File: config.mk
export PLATFORM = sky130hd
export DESIGN_NAME = uart_receiver
export DESIGN_NICKNAME = d
export VERILOG_FILES = /design/src/rtl/uart_receiver.sv
export SDC_FILE = /design/constraint.sdc
export NUM_CORES = 1
export LEC_CHECK = 0
export ABC_AREA = 1
export CORE_ASPECT_RATIO = 1.25
export CORE_UTILIZATION = 50
export DETAILED_ROUTE_END_ITERATION = 6
export GPL_ROUTABILITY_DRIVEN = 0
export PLACE_DENSITY = 0.7
export REMOVE_ABC_BUFFERS = 1
export SLEW_MARGIN = 20
export SYNTH_ARGS = -nofsm -noshare
export SYNTH_HDL_FRONTEND = slang
export SYNTH_SLANG_ARGS = --single-unit
File: constraint.sdc
create_clock -name sysclk -period 2.8 [get_ports sysclk]
set_clock_uncertainty 0.2 [all_clocks]
set_input_delay 0.56 -clock sysclk [delete_from_list [all_inputs] [get_ports sysclk]]
set_output_delay 0.56 -clock sysclk [all_outputs]
set_load 0.02 [all_outputs]
File: src/rtl/uart_receiver.sv
// 8N1 UART receiver with 16x oversampling, mid-bit sampling and a single-entry
// holding register flagged by RX_STATUS and cleared by RX_ACK.
module uart_receiver #(
  parameter int CLK_FREQ = 100000000,
  parameter int BAUD     = 9600
) (
  input  logic       sysclk,
  input  logic       reset,
  input  logic       UART_RX,
  input  logic       RX_ACK,
  output logic [7:0] RX_DATA,
  output logic       RX_STATUS,
  output logic       busy,
  output logic       frame_err,
  output logic       overrun
);

  localparam int DIV = CLK_FREQ / (BAUD * 16);
  localparam int TW  = (DIV > 1) ? $clog2(DIV) : 1;
  localparam logic [TW-1:0] TICK_MAX = TW'(DIV - 1);

  typedef enum logic [1:0] {IDLE, START, DATA, STOP} state_e;

  state_e          state_q, state_d;
  logic            rx_meta_q, rx_meta_d;
  logic            rx_s_q, rx_s_d;
  logic [TW-1:0]   tick_cnt_q, tick_cnt_d;
  logic [3:0]      os_cnt_q, os_cnt_d;
  logic [2:0]      bit_idx_q, bit_idx_d;
  logic [7:0]      shift_q, shift_d;
  logic [7:0]      rx_data_q, rx_data_d;
  logic            rx_status_q, rx_status_d;
  logic            frame_err_q, frame_err_d;
  logic            overrun_q, overrun_d;
  logic            tick;
  logic            mid;

  assign tick = (state_q != IDLE) && (tick_cnt_q == TICK_MAX);
  assign mid  = tick && (os_cnt_q == 4'd7);

  // NOTE: every signal gets a default before the case statement, so no path
  // through this block leaves a value unassigned and no latch is inferred.
  always_comb begin
    rx_meta_d   = UART_RX;
    rx_s_d      = rx_meta_q;
    state_d     = state_q;
    tick_cnt_d  = tick ? '0 : tick_cnt_q + TW'(1);
    os_cnt_d    = tick ? os_cnt_q + 4'd1 : os_cnt_q;
    bit_idx_d   = bit_idx_q;
    shift_d     = shift_q;
    rx_data_d   = rx_data_q;
    rx_status_d = rx_status_q && !RX_ACK;
    frame_err_d = 1'b0;
    overrun_d   = 1'b0;

    case (state_q)
      IDLE: begin
        tick_cnt_d = '0;
        os_cnt_d   = '0;
        if (!rx_s_q) state_d = START;
      end
      START: begin
        // The oversample counter keeps running from here, so data samples
        // land 16 ticks apart on the centre of each bit.
        if (mid) begin
          if (rx_s_q) begin
            state_d  = IDLE;
            os_cnt_d = '0;
          end else begin
            state_d   = DATA;
            bit_idx_d = '0;
          end
        end
      end
      DATA: begin
        if (mid) begin
          shift_d[bit_idx_q] = rx_s_q;
          if (bit_idx_q == 3'd7) state_d = STOP;
          else                   bit_idx_d = bit_idx_q + 3'd1;
        end
      end
      STOP: begin
        if (mid) begin
          state_d  = IDLE;
          os_cnt_d = '0;
          if (rx_s_q) begin
            // A byte landing together with RX_ACK simply replaces the old one.
            rx_data_d   = shift_q;
            rx_status_d = 1'b1;
            overrun_d   = rx_status_q && !RX_ACK;
          end else begin
            frame_err_d = 1'b1;
          end
        end
      end
      default: state_d = IDLE;
    endcase
  end

  // NOTE: state is updated only with non-blocking assignments so every flop
  // samples the pre-edge values computed above, independent of block order.
  always_ff @(posedge sysclk) begin
    if (!reset) begin
      state_q     <= IDLE;
      rx_meta_q   <= 1'b1;
      rx_s_q      <= 1'b1;
      tick_cnt_q  <= '0;
      os_cnt_q    <= '0;
      bit_idx_q   <= '0;
      shift_q     <= '0;
      rx_data_q   <= '0;
      rx_status_q <= 1'b0;
      frame_err_q <= 1'b0;
      overrun_q   <= 1'b0;
    end else begin
      state_q     <= state_d;
      rx_meta_q   <= rx_meta_d;
      rx_s_q      <= rx_s_d;
      tick_cnt_q  <= tick_cnt_d;
      os_cnt_q    <= os_cnt_d;
      bit_idx_q   <= bit_idx_d;
      shift_q     <= shift_d;
      rx_data_q   <= rx_data_d;
      rx_status_q <= rx_status_d;
      frame_err_q <= frame_err_d;
      overrun_q   <= overrun_d;
    end
  end

  assign RX_DATA   = rx_data_q;
  assign RX_STATUS = rx_status_q;
  assign busy      = (state_q != IDLE);
  assign frame_err = frame_err_q;
  assign overrun   = overrun_q;

endmodule

# After elaboration in Yosys (flattened, before gate mapping)

Index checks and enable logic that the tools add are counted.

Add/subtract/negate cells: 3
$lt $le $gt $ge: 2
Eq/ne operators: 13
Mux-type cells: 24
Bitwise gates (word level): 1
Reduce and logical (&&, ||, !) cells: 15

Operators with widths:

| kind                  | count |
|---|---|
| $mux 4                | 4 |
| $ne 2x2->1 const B    | 7 |
| $mux 2                | 6 |
| $mux 3                | 4 |
| $pmux 4 s3            | 1 |
| $add 10x1->10 const B | 1 |
| $eq 10x10->1 const B  | 1 |
| $reduce_and 5->1      | 2 |
| $bwmux 8              | 1 |
| $pmux 2 s4            | 1 |
| $pmux 3 s2            | 1 |
| $reduce_and 3->1      | 2 |
| $mux 1                | 5 |
| $add 4x1->4 const B   | 1 |
| $eq 2x2->1 const B    | 2 |
| $eq 4x3->1 const B    | 1 |
| $logic_and 1x1->1     | 4 |
| $lt 3x4->1 const B    | 1 |
| $reduce_and 4->1      | 1 |
| $reduce_bool 2->1     | 2 |
| $add 3x1->3 const B   | 1 |
| $demux 1 s3           | 1 |
| $eq 3x3->1 const B    | 1 |
| $ge 3x1->1 const B    | 1 |
| 6 further kinds       | 6 |

Register bits after elaboration: 40
Output and inout port bits: 12

# Longest topological paths before layout

Depth after elaboration: 6
Mapped depth: 10
Gate-level depth less buffers: 10

# Least setup slack after synthesis

OpenSTA, ideal clock, no wires.

Path type: register to register
From: register tick_cnt_q[0]
To: register rx_data_q[0] (netlist: RX_DATA[0])
Library setup time: 0.112 ns
Arrival: 1.417 ns
Required time: 2.488 ns
Setup slack: 1.072 ns
Stages on the path, launching flop included: 11
Buffers on the path: 1
Period minus slack after synthesis: 1.728 ns
Path through: dfxtp_1 inv_1 ha_1 nand2_1 nor2_2 nand3_4 nor2_8 nand2_4 buf_6 nor2_2 nor2_1

Longest elaborated chain between the ends: 4

Ends and longest elaborated chain:

| what                       | line | source |
|---|---|---|
| start, declared            | 27   | `logic [TW-1:0] tick_cnt_q, tick_cnt_d;` |
| start signal, assigned     | 119  | `tick_cnt_q <= tick_cnt_d;` |
| $eq 10x10->1               | 38   | `assign tick = (state_q != IDLE) && (tick_cnt_q == TICK_MAX);` |
| $logic_and 1x1->1          | 38   |  |
| $logic_and 1x1->1          | 39   | `assign mid = tick && (os_cnt_q == 4'd7);` |
| $reduce_and 3->1 (no line) | n/a  |  |
| end signal, assigned       | 123  | `rx_data_q <= rx_data_d;` |
| end, declared              | 31   | `logic [7:0] rx_data_q, rx_data_d;` |

Every way passes these cells.
A chain may end at the register's enable or synchronous reset.

# Worst setup path after layout

From: register state_q[0]
To: output port busy

Longest elaborated chain between the ends: 1

Ends and longest elaborated chain:

| what                   | line | source |
|---|---|---|
| start, declared        | 24   | `state_e state_q, state_d;` |
| start signal, assigned | 116  | `state_q <= state_d;` |
| $reduce_bool 2->1      | 132  | `assign busy = (state_q != IDLE);` |
| end, declared          | 13   | `output logic busy,` |

Every way passes these cells.

==> flow_summary_export.csv <==
group,metric,value,unit
cells_and_area,fill_cells,392,
worst_setup_path,reg2reg_from,"tick_cnt_q[0]",
synth,ys_top_cells_by_area,"dfxtp_1, nand2_1, nor2_1",
floorplanning,die_y,73.1,um
global_routing,first_global_vias,1644,
timing,layout_min_cycle_time,2.35,ns
clock_tree,clk_pin_slew,0.07,ns
synth,synth_async_sr_flop_share,0,%
global_routing,grt_pass1_wl,6.98,mm
place,dpl.cell_count,355,
worst_setup_path,crit_chain,"inv_2 -> nand2_2 -> clkdlybuf4s50_1",
synth,synth_area,0.00202,sq mm
detailed_routing,via_per_inst,4.77,
detailed_routing,wl,3.71,mm
global_routing,grt_use_total,21.3,%
clock_tree,clkLatencyLatePin,0.30,ns
cells_and_area,final_cell_count_no_fill,363,
worst_setup_path,worstPathRequired,2.04,ns
synth,synth.most_common_cell,"nand2_1",
place,post-dp-hpwl,2.79,mm
worst_setup_path,start_kind,"register",
place,portBuffers,15,
power_and_ir_drop,leakagePower,0.00102,uW
floorplanning,dieArea,0.00430,sq mm
timing,setup_viol,0,
detailed_routing,first_pass_iters,4,
global_routing,grt_max_degree,19,
worst_hold_path,hp-start,"rx_meta_q",
detailed_routing,drcViolationCount,0,
clock_tree,htreeDepth,2,
clock_tree,hold_buffers,0,
timing,period_share,84.0,%
worst_setup_path,setup.worst_path.end_class,"output pin",
clock_tree,cts_root_buf,"clkbuf_8",
synth,yosys-top-cells-count,"nand2_1, nor2_1, dfxtp_1",
worst_setup_path,crit_fanout,6,
clock_tree,cts_tree,"yes",
synth,syn_inst,289,
timing,max-slew-margin-rel,69.6,%
clock_tree,clockBufferDepth,2,
synth,synth-seq-cells,40,
synth,synthDistinctLibCells,31,
cells_and_area,drive_gt1_share,12.3,%
clock_tree,cts.sinks,40,
timing,fin_setup_tns,0,ns
clock_tree,numCtsBuffers,5,
floorplanning,start_util,53.0,%
timing,fmax,425,MHz
timing,slew_viol_final,0,
global_routing,antenna_found_initial,0,
timing,worst_pin_slew,0.452,ns
synth,synth_edf_count,0,
worst_setup_path,cp_slowest_cell,"clkdlybuf4s50_1",
run_status,outcome,"finished clean",
clock_tree,cts_setup_buffers,0,
detailed_routing,wl_per_cell,10.2,um
floorplanning,rows,25,
synth,ys_dominant_reg_cell,"dfxtp_1",
clock_tree,cts.repair.resized,0,
timing,final-hold-violation-count,0,
worst_setup_path,critical_path.startpoint,"state_q[0]",
timing,rsz0062_at_grt,"false",
detailed_routing,dr.first_iter.drc_count,72,
synth,yosysSeqAreaShare,39.6,%
cells_and_area,final_util,61.1,%
worst_setup_path,worstSetupPathType,"reg -> out",
synth,synth_top_area_share,39.6,%
floorplanning,die_x,58.9,um
cells_and_area,area_growth,15.4,%
synth,avgSynthCellArea,6.99,sq um
detailed_routing,drtAntennaViolNets,0,
power_and_ir_drop,ir_worst_vdd,0.519,mV
synth,yosys.area.top_type,"dfxtp_1",
detailed_routing,vias,1730,
cells_and_area,num_antenna_cells,0,
worst_setup_path,arrival,1.59,ns
job,maxCapViolCount,0,
global_routing,grt-ovfl-total,0,
worst_hold_path,hp-class,"reg -> reg",
floorplanning,ioPinCount,16,
synth,yosysWarnings,0,
power_and_ir_drop,powerDensity,479,mW/mm^2
floorplanning,core,0.00382,sq mm
worst_setup_path,cpPeakStageDelay,0.62,ns
cells_and_area,fin_nets,317,
[worst max-delay path: cells and delay by family (launching register included)]
family	cells	cell delay (ns)
buffers and inverters	2	0.70
DFF	1	0.46
and+or+nand+nor	1	0.14
[cell families after synthesis]
| logic type | share of synthesized area (%) |
|---|---|
| flip-flops | 39.6 |
| buffers and inverters | 7.99 |
| AO/OA/AOI/OAI | 3.90 |
| adder cells (fa/ha/maj) | 3.10 |
| AND/OR/NAND/NOR | 43.7 |
| XOR/XNOR | 1.73 |
[metrics by stage]
| step | hold slack [ns] | total power (uW) | area, sq um | worst slack [ns] |
|---|---|---|---|---|
| floorplan | 0.193 | 643 | 2000 | 1.13 |
| CTS | 0.232 | 1130 | 2330 | 0.432 |
| finish | 0.225 | 1120 | 2330 | 0.449 |
| global route | 0.254 | 1160 | 2330 | 0.363 |
| detailed placement | 0.214 | 670 | 2220 | 0.594 |
| global placement | 0.197 | 668 | 2220 | 0.625 |
[area by class of cell]
type / count / area (sq um) / share of cell area [%]
sequential: 40 / 801 / 34.4
multi-input combinational: 208 / 1060 / 45.4
timing repair buffer: 16 / 158 / 6.76
clock buffer: 6 / 72.6 / 3.11
inverter: 37 / 139 / 5.96
tap: 54 / 67.6 / 2.90
clock inverter: 2 / 35.0 / 1.50
[worst paths after layout]
check / end / slack [ns] / cells after the start
worst max-delay path: busy / 0.45 / 3
worst min-delay path: rx_s_q / 0.23 / 1
worst max register to register: RX_DATA[2] / 0.86 / 10
worst min register to register: rx_s_q / 0.23 / 1
[registers in the layout, indices dropped and copies added, names as in the netlist, named ones only]
signal and flops:
shift_q 8, overrun 1, frame_err 1, RX_STATUS 1
bit_idx_q 3, tick_cnt_q 10, state_q 1, rx_s_q 1
os_cnt_q 4, RX_DATA 8, rx_meta_q 1
[cell usage in the layout, fill, tap and decap left out]
cell / n
clkbuf_1: 1
nand3b_1: 1
nand2_1: 67
or2_0: 1
or2_2: 3
nor3b_1: 2
o21ai_2: 1
nand4_2: 1
nand2_4: 1
nor4_1: 2
nand2_2: 2
buf_4: 1
nor2_8: 1
nand3_1: 15
clkinv_2: 1
or2_1: 1
o21ai_0: 2
nor2_1: 55
nor2_4: 1
clkbuf_8: 5
inv_1: 33
nand3_2: 1
bufinv_16: 1
xor2_1: 4
o21bai_1: 4
dfxtp_1: 40
nand4_1: 11
and3_1: 1
a21oi_1: 6
ha_1: 5
nor2_2: 14
inv_2: 4
nand3_4: 1
nor3_1: 5
clkdlybuf4s50_1: 15
[metal layers]
layer	GRT usage, %	share of wire (%)
met1	26.4	50
met2	35.5	46
met3	5.85	2.7
met4	7.14	0.92
met5	0	0
[report_power, final]
group | internal, uW | total, uW | switching, uW
Sequential | 576 | 585 | 8.96
Combinational | 24.4 | 71.9 | 47.5
Clock | 264 | 459 | 195
No activity file was read; power rests on OpenSTA's default activity.
